--- config.mk ---
export PLATFORM = sky130hd
export DESIGN_NAME = shape_scan
export DESIGN_NICKNAME = d
export VERILOG_FILES = /design/src/rtl/shape_scan.sv
export SDC_FILE = /design/constraint.sdc
export NUM_CORES = 1
export LEC_CHECK = 0
export CORE_ASPECT_RATIO = 1.25
export CORE_MARGIN = 2
export CORE_UTILIZATION = 35
export CTS_BUF_LIST = sky130_fd_sc_hd__clkbuf_16
export CTS_CLUSTER_SIZE = 14
export DETAILED_ROUTE_END_ITERATION = 7
export REMOVE_ABC_BUFFERS = 1
export SETUP_SLACK_MARGIN = 0.02
export SKIP_LAST_GASP = 1
export SYNTH_ARGS = -nofsm -noshare
export SYNTH_HDL_FRONTEND = slang
export SYNTH_SLANG_ARGS = --single-unit
--- constraint.sdc ---
create_clock -name clk -period 7.46 [get_ports clk]
set_input_delay 0.746 -clock clk [delete_from_list [all_inputs] [get_ports clk]]
set_output_delay 0.746 -clock clk [all_outputs]
set_load 0.02 [all_outputs]
--- src/rtl/shape_scan.sv ---
// shape_scan: walks the shape table from slot 0 to count-1. Each slot is read through
// the shape record reader (shape_read). Empty slots (ty == 0) are skipped. Every
// non-empty record is presented downstream on a valid/ready handshake.
//
// Ports:
//   clk, rst              clock, asynchronous active-high reset
//   start, count          scan request pulse and number of slots (latched on start)
//   rd_id, rd_trigger     slot id and one-cycle trigger to the reader
//   rd_busy, rd_*         reader status and record fields
//   out_valid, out_ready  downstream handshake
//   out_id, out_*         captured record, out_last flags slot count-1
//   busy, done            scan in progress, one-cycle completion pulse
module shape_scan #(
    parameter int CORDW = 9,
    parameter int DATAW = 12,
    parameter int NUMW  = DATAW
) (
    input  logic             clk,
    input  logic             rst,
    input  logic             start,
    input  logic [NUMW-1:0]  count,
    output logic [NUMW-1:0]  rd_id,
    output logic             rd_trigger,
    input  logic             rd_busy,
    input  logic [DATAW-1:0] rd_ty,
    input  logic [DATAW-1:0] rd_size,
    input  logic [DATAW-1:0] rd_rotate,
    input  logic [CORDW-1:0] rd_x,
    input  logic [CORDW-1:0] rd_y,
    output logic             out_valid,
    input  logic             out_ready,
    output logic [NUMW-1:0]  out_id,
    output logic [DATAW-1:0] out_ty,
    output logic [DATAW-1:0] out_size,
    output logic [DATAW-1:0] out_rotate,
    output logic [CORDW-1:0] out_x,
    output logic [CORDW-1:0] out_y,
    output logic             out_last,
    output logic             busy,
    output logic             done
);

    typedef enum logic [2:0] {StIdle, StIssue, StArm, StWait, StEmit} state_t;

    state_t          state;
    logic [NUMW-1:0] cur_id;
    logic [NUMW-1:0] count_q;
    logic [NUMW-1:0] last_id;
    logic            is_last;

    assign last_id = count_q - NUMW'(1);
    assign is_last = (cur_id == last_id);
    assign rd_id   = cur_id;
    assign busy    = (state != StIdle);

    // Advancing goes straight to StIssue (trigger raised on the same edge), so an
    // empty slot costs exactly 10 cycles with an 8-cycle reader.
    always_ff @(posedge clk or posedge rst) begin
        if (rst) begin
            state      <= StIdle;
            cur_id     <= '0;
            count_q    <= '0;
            rd_trigger <= 1'b0;
            out_valid  <= 1'b0;
            out_id     <= '0;
            out_ty     <= '0;
            out_size   <= '0;
            out_rotate <= '0;
            out_x      <= '0;
            out_y      <= '0;
            out_last   <= 1'b0;
            done       <= 1'b0;
        end else begin
            rd_trigger <= 1'b0;
            done       <= 1'b0;
            unique case (state)
                StIdle: begin
                    if (start) begin
                        if (count != '0) begin
                            count_q    <= count;
                            cur_id     <= '0;
                            rd_trigger <= 1'b1;
                            state      <= StIssue;
                        end else begin
                            done <= 1'b1;
                        end
                    end
                end
                StIssue: state <= StArm;
                // Reader raises busy only the cycle after trigger; ignore it here.
                StArm: state <= StWait;
                StWait: begin
                    if (!rd_busy) begin
                        out_id     <= cur_id;
                        out_ty     <= rd_ty;
                        out_size   <= rd_size;
                        out_rotate <= rd_rotate;
                        out_x      <= rd_x;
                        out_y      <= rd_y;
                        out_last   <= is_last;
                        if (rd_ty != '0) begin
                            out_valid <= 1'b1;
                            state     <= StEmit;
                        end else if (is_last) begin
                            done  <= 1'b1;
                            state <= StIdle;
                        end else begin
                            cur_id     <= cur_id + NUMW'(1);
                            rd_trigger <= 1'b1;
                            state      <= StIssue;
                        end
                    end
                end
                StEmit: begin
                    if (out_ready) begin
                        out_valid <= 1'b0;
                        if (is_last) begin
                            done  <= 1'b1;
                            state <= StIdle;
                        end else begin
                            cur_id     <= cur_id + NUMW'(1);
                            rd_trigger <= 1'b1;
                            state      <= StIssue;
                        end
                    end
                end
                default: state <= StIdle;
            endcase
        end
    end

endmodule

# Word-level counts from Yosys, hierarchy flattened
# Cells that the tools add are included.
[classes]
bitwise_logic = 1
addsub = 2
muxes = 32
eq_ne = 11
reduce_logical = 11
[ops]
columns = ["cell", "count"]
rows = [
  ["$mux W12", 6],
  ["$pmux W12 S3", 1],
  ["$reduce_bool A12 Y1", 2],
  ["$mux W1", 16],
  ["$mux W3", 5],
  ["$pmux W3 S5", 1],
  ["$add A12 B1 Y12 const B", 1],
  ["$eq A12 B12 Y1", 1],
  ["$ne A2 B2 Y1 const B", 6],
  ["$sub A12 B1 Y12 const B", 1],
  ["$reduce_and A4 Y1", 2],
  ["$eq A3 B2 Y1 const B", 2],
  ["$pmux W1 S3", 2],
  ["$reduce_and A6 Y1", 1],
  ["$reduce_bool A3 Y1", 2],
  ["$eq A3 B1 Y1 const B", 1],
  ["$eq A3 B3 Y1 const B", 1],
  ["$logic_not A3 Y1", 1],
  ["$reduce_and A3 Y1", 1],
  ["$pmux W1 S2", 1],
  ["$reduce_and A2 Y1", 1],
  ["$reduce_bool A2 Y1", 1],
  ["$not A1 Y1", 1],
]
[word_totals]
ff_bits = 97
out_inout_bits = 83
word_cells = 70
inputBits = 71

# Depth between registers and ports, before layout
# Gate-level depths: netlist of the first run.
[depth]
depth_word = 6
depth_mapped = 11
mapped_depth_nobuf = 9

# Worst setup path after synthesis of the first run
# Ideal clock, no wire load.
[synth_timing]
path_type = "input -> register"
start = "in rd_ty[7]"
end = "reg cur_id[11], in the netlist rd_id[11]"
stages = 8
slack_ps = 4828
arrival_ps = 2554
required_time_ps = 7382
n_path_buf = 1
setup_time_ps = 78
cell_sequence = "nor4_1 nand4b_1 nor2b_1 o31ai_1 o31ai_1 buf_2 or4_1 a21oi_1"
[synth_via]
elab_chain_len = 3
[synth_lines]
columns = ["item", "line", "rtl"]
rows = [
  ["from (decl)", "25", "input logic [DATAW-1:0] rd_ty,"],
  ["$reduce_bool A12 Y1", "101", "if (rd_ty != '0) begin"],
  ["$ne A2 B2 Y1 (no line)", "n/a", ""],
  ["$reduce_and A6 Y1 (no line)", "n/a", ""],
  ["to (signal assigned)", "108", "cur_id <= cur_id + NUMW'(1);"],
  ["to (signal assigned)", "121", "cur_id <= cur_id + NUMW'(1);"],
  ["to (decl)", "46", "logic [NUMW-1:0] cur_id;"],
]
# Every way passes these cells.
# A chain may end at the register's enable or synchronous reset.

# Worst setup path in the final report of the first run
[layout_timing]
start = "reg count_q[2]"
end = "reg cur_id[10], in the netlist rd_id[10]"
[layout_via]
elab_chain_len = 6
elab_cells_between_ends = 7
classes_between = "1 x add/sub; 1 x eq/ne; 5 x mux"
[layout_lines]
columns = ["item", "line", "rtl"]
rows = [
  ["from (decl)", "47", "logic [NUMW-1:0] count_q;"],
  ["from (signal assigned)", "80", "count_q <= count;"],
  ["$sub A12 B1 Y12 (*)", "51", "assign last_id = count_q - NUMW'(1);"],
  ["$eq A12 B12 Y1 (*)", "52", "assign is_last = (cur_id == last_id);"],
  ["$mux W12 (*)", "n/a", ""],
  ["$mux W12 (2 in series)", "n/a", ""],
  ["$pmux W12 S3 (*)", "n/a", ""],
]
# Mark *: on every way between the ends. The rest lies on a longest branch, timed or not. The select of a mux whose other input is x is not followed.

==> flow_summary_export.csv, run 1 <==
group,metric,value,unit
outcome,status,"finished, final reports clean",
pwr,p_leak,2.950,nW
cells_and_area,final_nets,732,
synthesis,synth_edf_count,0,
timing,period_minus_slack,3.234,ns
synthesis,async_reset_ff_frac,1.000,
placed_design,pre_cts_ws,3.919,ns
pwr,irDropWorstVdd,0.0001595,V
clock_tree,htree_levels,3,
clock_tree,cts_resized,0,
worst_hold_path,holdPathStages,2,
worst_hold_path,min_from,"out_y[1]$_DFFE_PP0P_",
critical_path,cp.required,7.71,ns
pwr,p_per_area,382.7,nW/µm²
detailed_routing,vias_per_cell,4.896,
synthesis,synth-main-ff-cell,"dfrtp_1",
placed_design,dpl.hpwl,8636,µm
clock_tree,cts_made_buffers,9,
clock_tree,cts_hold_buffers,0,
die,die_w,104.9,µm
synthesis,synth_cell_types,51,
die,rows,46,
timing,rsz0062_at_grt,"no",
detailed_routing,drt_iter0_markers,160,
synthesis,syn_inst,519,
pwr,switching_share,0.4002,
clock_tree,cts.sinks,97,
detailed_routing,wirelength,11990,µm
critical_path,endpoint_kind,"flop",
pwr,p_comb_frac,0.462,
timing,worst_slack,4.226,ns
detailed_routing,wire_per_inst,14.44,µm
pwr,power_frac_seq,0.358,
detailed_routing,drt_first_pass_iters,4,
timing,clock_skew,0.008983,ns
timing,setup_viol,0,
timing,period_share,0.4335,
timing,hold_viol,0,
synthesis,yosysTopAreaCellShare,0.5448,
die,die_h,130.1,µm
detailed_routing,route.vias.total,4064,
synthesis,syn_area_per_cell,8.585,µm²
critical_path,crit_type,"flop to flop",
detailed_routing,ant_nets,0,
clock_tree,clkTransAtPathRegs,0.06,ns
cells_and_area,multi_input_area,1888,µm²
timing,fin_setup_tns,0,ns
synthesis,ys_seq_area_frac,0.5448,
die,dieArea,13650,µm²
clock_tree,cts_tree,"done",
critical_path,startpoint_type,"flop",
critical_path,critPathArrivalTime,3.48,ns
cells_and_area,instances_no_fill,830,
critical_path,rrSetupSlack,4.23,ns
critical_path,reg2regPathDepth,7,
synthesis,synth_area_leaders,"dfrtp_1, nand2_1, xnor2_1",
cells_and_area,num_antenna_cells,0,
pwr,power_switching,0.9788,mW
synthesis,synth.most_common_cell,"nand2_1",
die,core_area,12550,µm²
synthesis,yosys_register_bits,97,
timing,slew_violations,0,
timing,slew_headroom,0.2584,
synthesis,synthesis.area,4456,µm²
synthesis,ys_warn_count,0,
cells_and_area,drive_above_1_share,0.03474,
placed_design,gp_congestion,0.8236,
global_route,antenna_found_initial,0,
critical_path,r2r_end,"rd_id[10]$_DFFE_PP0P_",
clock_tree,insertion_delay,0.34,ns
global_route,grt_pass1_wl,19150,µm
flow_run,drv_cap,0,
synthesis,yosys-top-cells-count,"nand2_1, dfrtp_1, clkbuf_1, o21ai_0, xnor2_1",
global_route,grt_pass1_vias,3888,
die,initial_core_util,0.3551,
detailed_routing,drc_errors,0,
worst_hold_path,hold_end,"out_y[1]$_DFFE_PP0P_",
clock_tree,post-cts-setup-buffers,0,
timing,max_clock_freq,309.2,MHz
clock_tree,clk_path_buf_depth,2,
cells_and_area,nFillCells,1220,
pwr,clock_power_share,0.179,
global_route,grt-ovfl-total,0,
global_route,grt_start_max_net_pins,71,
cells_and_area,finish.utilization,0.5094,
placed_design,placedCellCount,816,
critical_path,crit_start,"count_q[2]$_DFFE_PP0P_",
synthesis,yosysTopAreaCell,"dfrtp_1",
global_route,grt_use_total,0.1762,
placed_design,io_buffer_count,153,
cells_and_area,seqCellArea,2427,µm²
clock_tree,cts_root_buf,"clkbuf_16",
worst_hold_path,hp-class,"flop to flop",
cells_and_area,syn2layout_area_growth,43.44,%
timing,worstMarginPinSlew,1.103,ns
critical_path,r2r_start,"count_q[2]$_DFFE_PP0P_",
pwr,internal_power,1.467,mW
critical_path,crit_path_max_fanout,11,
die,ios,154,
## cell families (layout without fill, tap and decap cells)
group,count (synthesis),after routing,share of synthesized area
simple gates,316,316,0.3044
flops,97,97,0.5448
buf+inv,36,179,0.03285
mux,1,1,0.002247
fa+ha+maj,2,2,0.005616
compound gates,52,52,0.08060
xor+xnor,15,15,0.02949
## critical path, stage by stage, from the launching register on
cell	delay, ns
dfrtp_1	0.49
nor4_4	0.55
nand2_1	0.19
mux2i_1	0.16
or3_1	0.44
o31ai_1	0.93
a22oi_1	0.21
o22ai_1	0.19
## layout by cell type, fill, tap and decap left out, types with 3 or more instances in the layout
| cell | synthesis | routed |
|---|---|---|
| a21oi_1 | 9 | 9 |
| a31oi_1 | 3 | 3 |
| and3_1 | 7 | 7 |
| buf_4 | 0 | 3 |
| clkbuf_16 | 0 | 9 |
| clkdlybuf4s50_1 | 0 | 153 |
| dfrtp_1 | 97 | 97 |
| inv_1 | 9 | 9 |
| nand2_1 | 245 | 245 |
| nand3_1 | 9 | 9 |
| nand4_1 | 4 | 4 |
| nand4b_1 | 3 | 3 |
| nor2_1 | 11 | 11 |
| nor2b_1 | 3 | 3 |
| nor3_1 | 8 | 7 |
| nor4_1 | 7 | 7 |
| o21ai_0 | 12 | 12 |
| o31ai_1 | 7 | 7 |
| or3_1 | 5 | 4 |
| or4_1 | 4 | 4 |
| xnor2_1 | 12 | 12 |
| xor2_1 | 3 | 3 |
## sequential cells by signal (all words and copies together) (netlist names), 9 cells and up
register and cells:
out_rotate 12, out_ty 12, out_x 9, out_y 9, rd_id 12, out_size 12, count_q 12, out_id 12
## cell type report
class,count,area share
clock buffer,9,0.03524
clock inverter,5,0.007831
inverter,9,0.005677
multi-input combinational,386,0.2954
sequential,97,0.3798
tap,168,0.03289
timing repair buffer,156,0.2431
## stage by stage
step                      total power [mW]  area, µm²  hold slack (ns)
after floorplan                      1.512       4343           0.4668
after global placement               1.999       6116           0.4558
after detailed placement             2.027       6116           0.4616
after CTS                            2.478       6391           0.4778
after global routing                 2.618       6391           0.4969
final                                2.446       6391           0.4719
## layer usage
| metal | vias up | track usage | share of wire |
|---|---|---|---|
| met4 | 0 | 0.06431 | 0.022 |
| met1 | 1919 | 0.2129 | 0.42 |
| li1 | 1985 | - | - |
| met2 | 141 | 0.3125 | 0.50 |
| met5 | - | 0 | 0 |
| met3 | 19 | 0.03646 | 0.056 |
## worst max path at each step
| stage | end | depth (start not counted) |
|---|---|---|
| finish | rd_id[10]$_DFFE_PP0P_ | 7 |
| global route | rd_id[10]$_DFFE_PP0P_ | 9 |
| CTS | rd_id[10]$_DFFE_PP0P_ | 7 |
| detailed placement | rd_id[11]$_DFFE_PP0P_ | 8 |
| global placement | rd_id[5]$_DFFE_PP0P_ | 8 |
| floorplan | done$_DFF_PP0_ | 3 |
## power by group through the flow
stage	clock network [mW]	logic [mW]	registers, mW
after floorplan	0	0.464	1.05
after global placement	0	1.12	0.876
after detailed placement	0	1.14	0.886
after CTS	0.457	1.15	0.876
after global routing	0.478	1.24	0.902
final	0.438	1.13	0.877
No activity file was read; power rests on OpenSTA's default activity.
==> run 2, diff against run 1 <==
==> constraint.sdc (replaced) <==
create_clock -name clk -period 3.2 [get_ports clk]
set_input_delay 0.32 -clock clk [delete_from_list [all_inputs] [get_ports clk]]
set_output_delay 0.32 -clock clk [all_outputs]
set_load 0.02 [all_outputs]
==> run 2 against run 1 <==
Compared with the run above: maximum frequency rose by 16%; critical path depth rose by 1; non-clock buffer count grew 6; register-to-register slack lost 3.8 ns; first-iteration DRC count grew 1.9%; critical endpoint is now rd_id[9]$_DFFE_PP0P_.
==> flow_summary_export.csv, run 2 (synthesis gave the netlist of run 1 again) <==
group,metric,value,unit
timing,max_clock_freq,357.5,MHz
pwr,p_leak,2.977,nW
critical_path,cpPeakStageDelay,0.59,ns
die,rows,46,
critical_path,slowest_stage,"or4_4",
detailed_routing,drt_iter0_markers,163,
clock_tree,htree_levels,3,
critical_path,worst_path_most_repeated_cell,"o31ai_1",
timing,slew_headroom,0.4672,
clock_tree,cts_made_buffers,9,
placed_design,io_buffer_count,153,
timing,clock_skew,0.005237,ns
clock_tree,insertion_delay,0.34,ns
global_route,grt_pass1_vias,3922,
detailed_routing,dr_wl_met2,5987,µm
timing,hold_viol,0,
timing,rsz0062_at_grt,"no",
clock_tree,cts_hold_buffers,0,
detailed_routing,route.vias.total,4050,
die,dieArea,13650,µm²
detailed_routing,met1Wirelength,5065,µm
outcome,status,"finished, final reports clean",
critical_path,crit_path_max_fanout,11,
cells_and_area,num_antenna_cells,0,
cells_and_area,syn2layout_area_growth,44.96,%
timing,period_share,0.8741,
global_route,grt_use_total,0.1771,
clock_tree,cts_tree,"done",
critical_path,endpoint_kind,"flop",
critical_path,crit_chain,"or4_4 > a211oi_1 > o31ai_1 > a211oi_2 > o31ai_1 > buf_4 > or4_1 > a21oi_1",
die,die_h,130.1,µm
worst_hold_path,hp-class,"input port to asynchronous set/reset pin",
critical_path,startpoint_type,"flop",
cells_and_area,nFillCells,1237,
timing,setup_viol,0,
clock_tree,post-cts-setup-buffers,0,
timing,worstMarginPinSlew,0.7992,ns
clock_tree,cts_root_buf,"clkbuf_16",
timing,slew_violations,0,
die,die_w,104.9,µm
placed_design,placedCellCount,822,
cells_and_area,finish.utilization,0.5148,
critical_path,crit_family,"simple AND/OR/NAND/NOR gates",
clock_tree,cts.sinks,97,
clock_tree,cts_resized,0,
detailed_routing,drt_first_pass_iters,4,
detailed_routing,wirelength,11920,µm
critical_path,worst-path-buf-inv,1,
detailed_routing,wire_per_inst,14.24,µm
placed_design,dpl.hpwl,8694,µm
detailed_routing,vias_per_cell,4.839,
detailed_routing,drc_errors,0,
cells_and_area,final_nets,738,
flow_run,drv_cap,0,
critical_path,critPathArrivalTime,3.05,ns
die,core_area,12550,µm²
die,ios,154,
global_route,grt_start_max_net_pins,71,
global_route,grt-ovfl-total,0,
global_route,grt_pass1_wl,19180,µm
detailed_routing,wl_met3,583,µm
timing,fin_setup_tns,0,ns
clock_tree,clkTransAtPathRegs,0.07,ns
pwr,finalPower,5.750,mW
die,initial_core_util,0.3551,
detailed_routing,dr.max_layer_used,"met4",
cells_and_area,final_common_cell,"nand2_1",
timing,hold_slack,0.3634,ns
cells_and_area,instances_no_fill,837,
critical_path,crit_type,"flop to flop",
timing,period_minus_slack,2.797,ns
clock_tree,clk_path_buf_depth,2,
pwr,p_per_area,890.3,nW/µm²
pwr,irDropWorstVdd,0.0003742,V
placed_design,gp_congestion,0.8474,
cells_and_area,drive_above_1_share,0.04484,
global_route,antenna_found_initial,0,
cells_and_area,final_cell_mix,"nand2_1, clkdlybuf4s50_1, dfrtp_1, xnor2_1, o21ai_0",
detailed_routing,ant_nets,0,
critical_path,cp.required,3.45,ns
==> run 2: changes by cell type in the layout (fill, tap and decap cells not counted), sizes merged <==
cell | before | now
clkinvlp | 1 | 3
inv | 10 | 9
buf | 3 | 9
==> run 2: power breakdown <==
part	switching, mW	total (mW)	leakage [nW]	internal (mW)
clock network	0.452	1.05	0.129	0.596
registers	0.341	2.01	1.25	1.67
logic	1.50	2.69	1.60	1.19
total	2.30	5.75	2.98	3.45
==> run 2: per-stage QoR <==
step	cell area, µm²	worst slack [ns]
6_report	6459	0.4030
5_1_grt	6459	0.2005
4_1_cts	6459	0.3820
3_5_place_dp	6173	0.2965
3_3_place_gp	6173	0.3552
2_1_floorplan	4343	-1.164
==> run 2: metal layers <==
| metal | global-route usage | up-vias |
|---|---|---|
| met1 | 0.2152 | 1902 |
| li1 | - | 1995 |
| met3 | 0.03247 | 22 |
| met5 | 0 | - |
| met4 | 0.07765 | 0 |
| met2 | 0.3098 | 131 |
==> run 2: worst paths after layout <==
check | slack, ns | cells past startpoint | to | from
max | 0.40 | 8 | rd_id[9]$_DFFE_PP0P_ | count_q[2]$_DFFE_PP0P_
min | 0.36 | 2 | out_x[6]$_DFFE_PP0P_ | rst
max reg2reg | 0.40 | 8 | rd_id[9]$_DFFE_PP0P_ | count_q[2]$_DFFE_PP0P_
min reg2reg | 0.47 | 2 | out_ty[8]$_DFFE_PP0P_ | out_ty[8]$_DFFE_PP0P_
max in group asynchronous | 2.15 | 3 | out_size[3]$_DFFE_PP0P_ | rst
min in group clk | 0.47 | 2 | out_ty[8]$_DFFE_PP0P_ | out_ty[8]$_DFFE_PP0P_
==> run 2: final cells by class <==
cell class / instances / area (µm²) / share of cell area
Clock inverter: 6 / 60.06 / 0.009299
Inverter: 9 / 36.28 / 0.005618
Timing Repair Buffer: 162 / 1612 / 0.2495
Multi-Input combinational cell: 386 / 1888 / 0.2923
Sequential cell: 97 / 2427 / 0.3758
Tap cell: 168 / 210.2 / 0.03255
Clock buffer: 9 / 225.2 / 0.03487
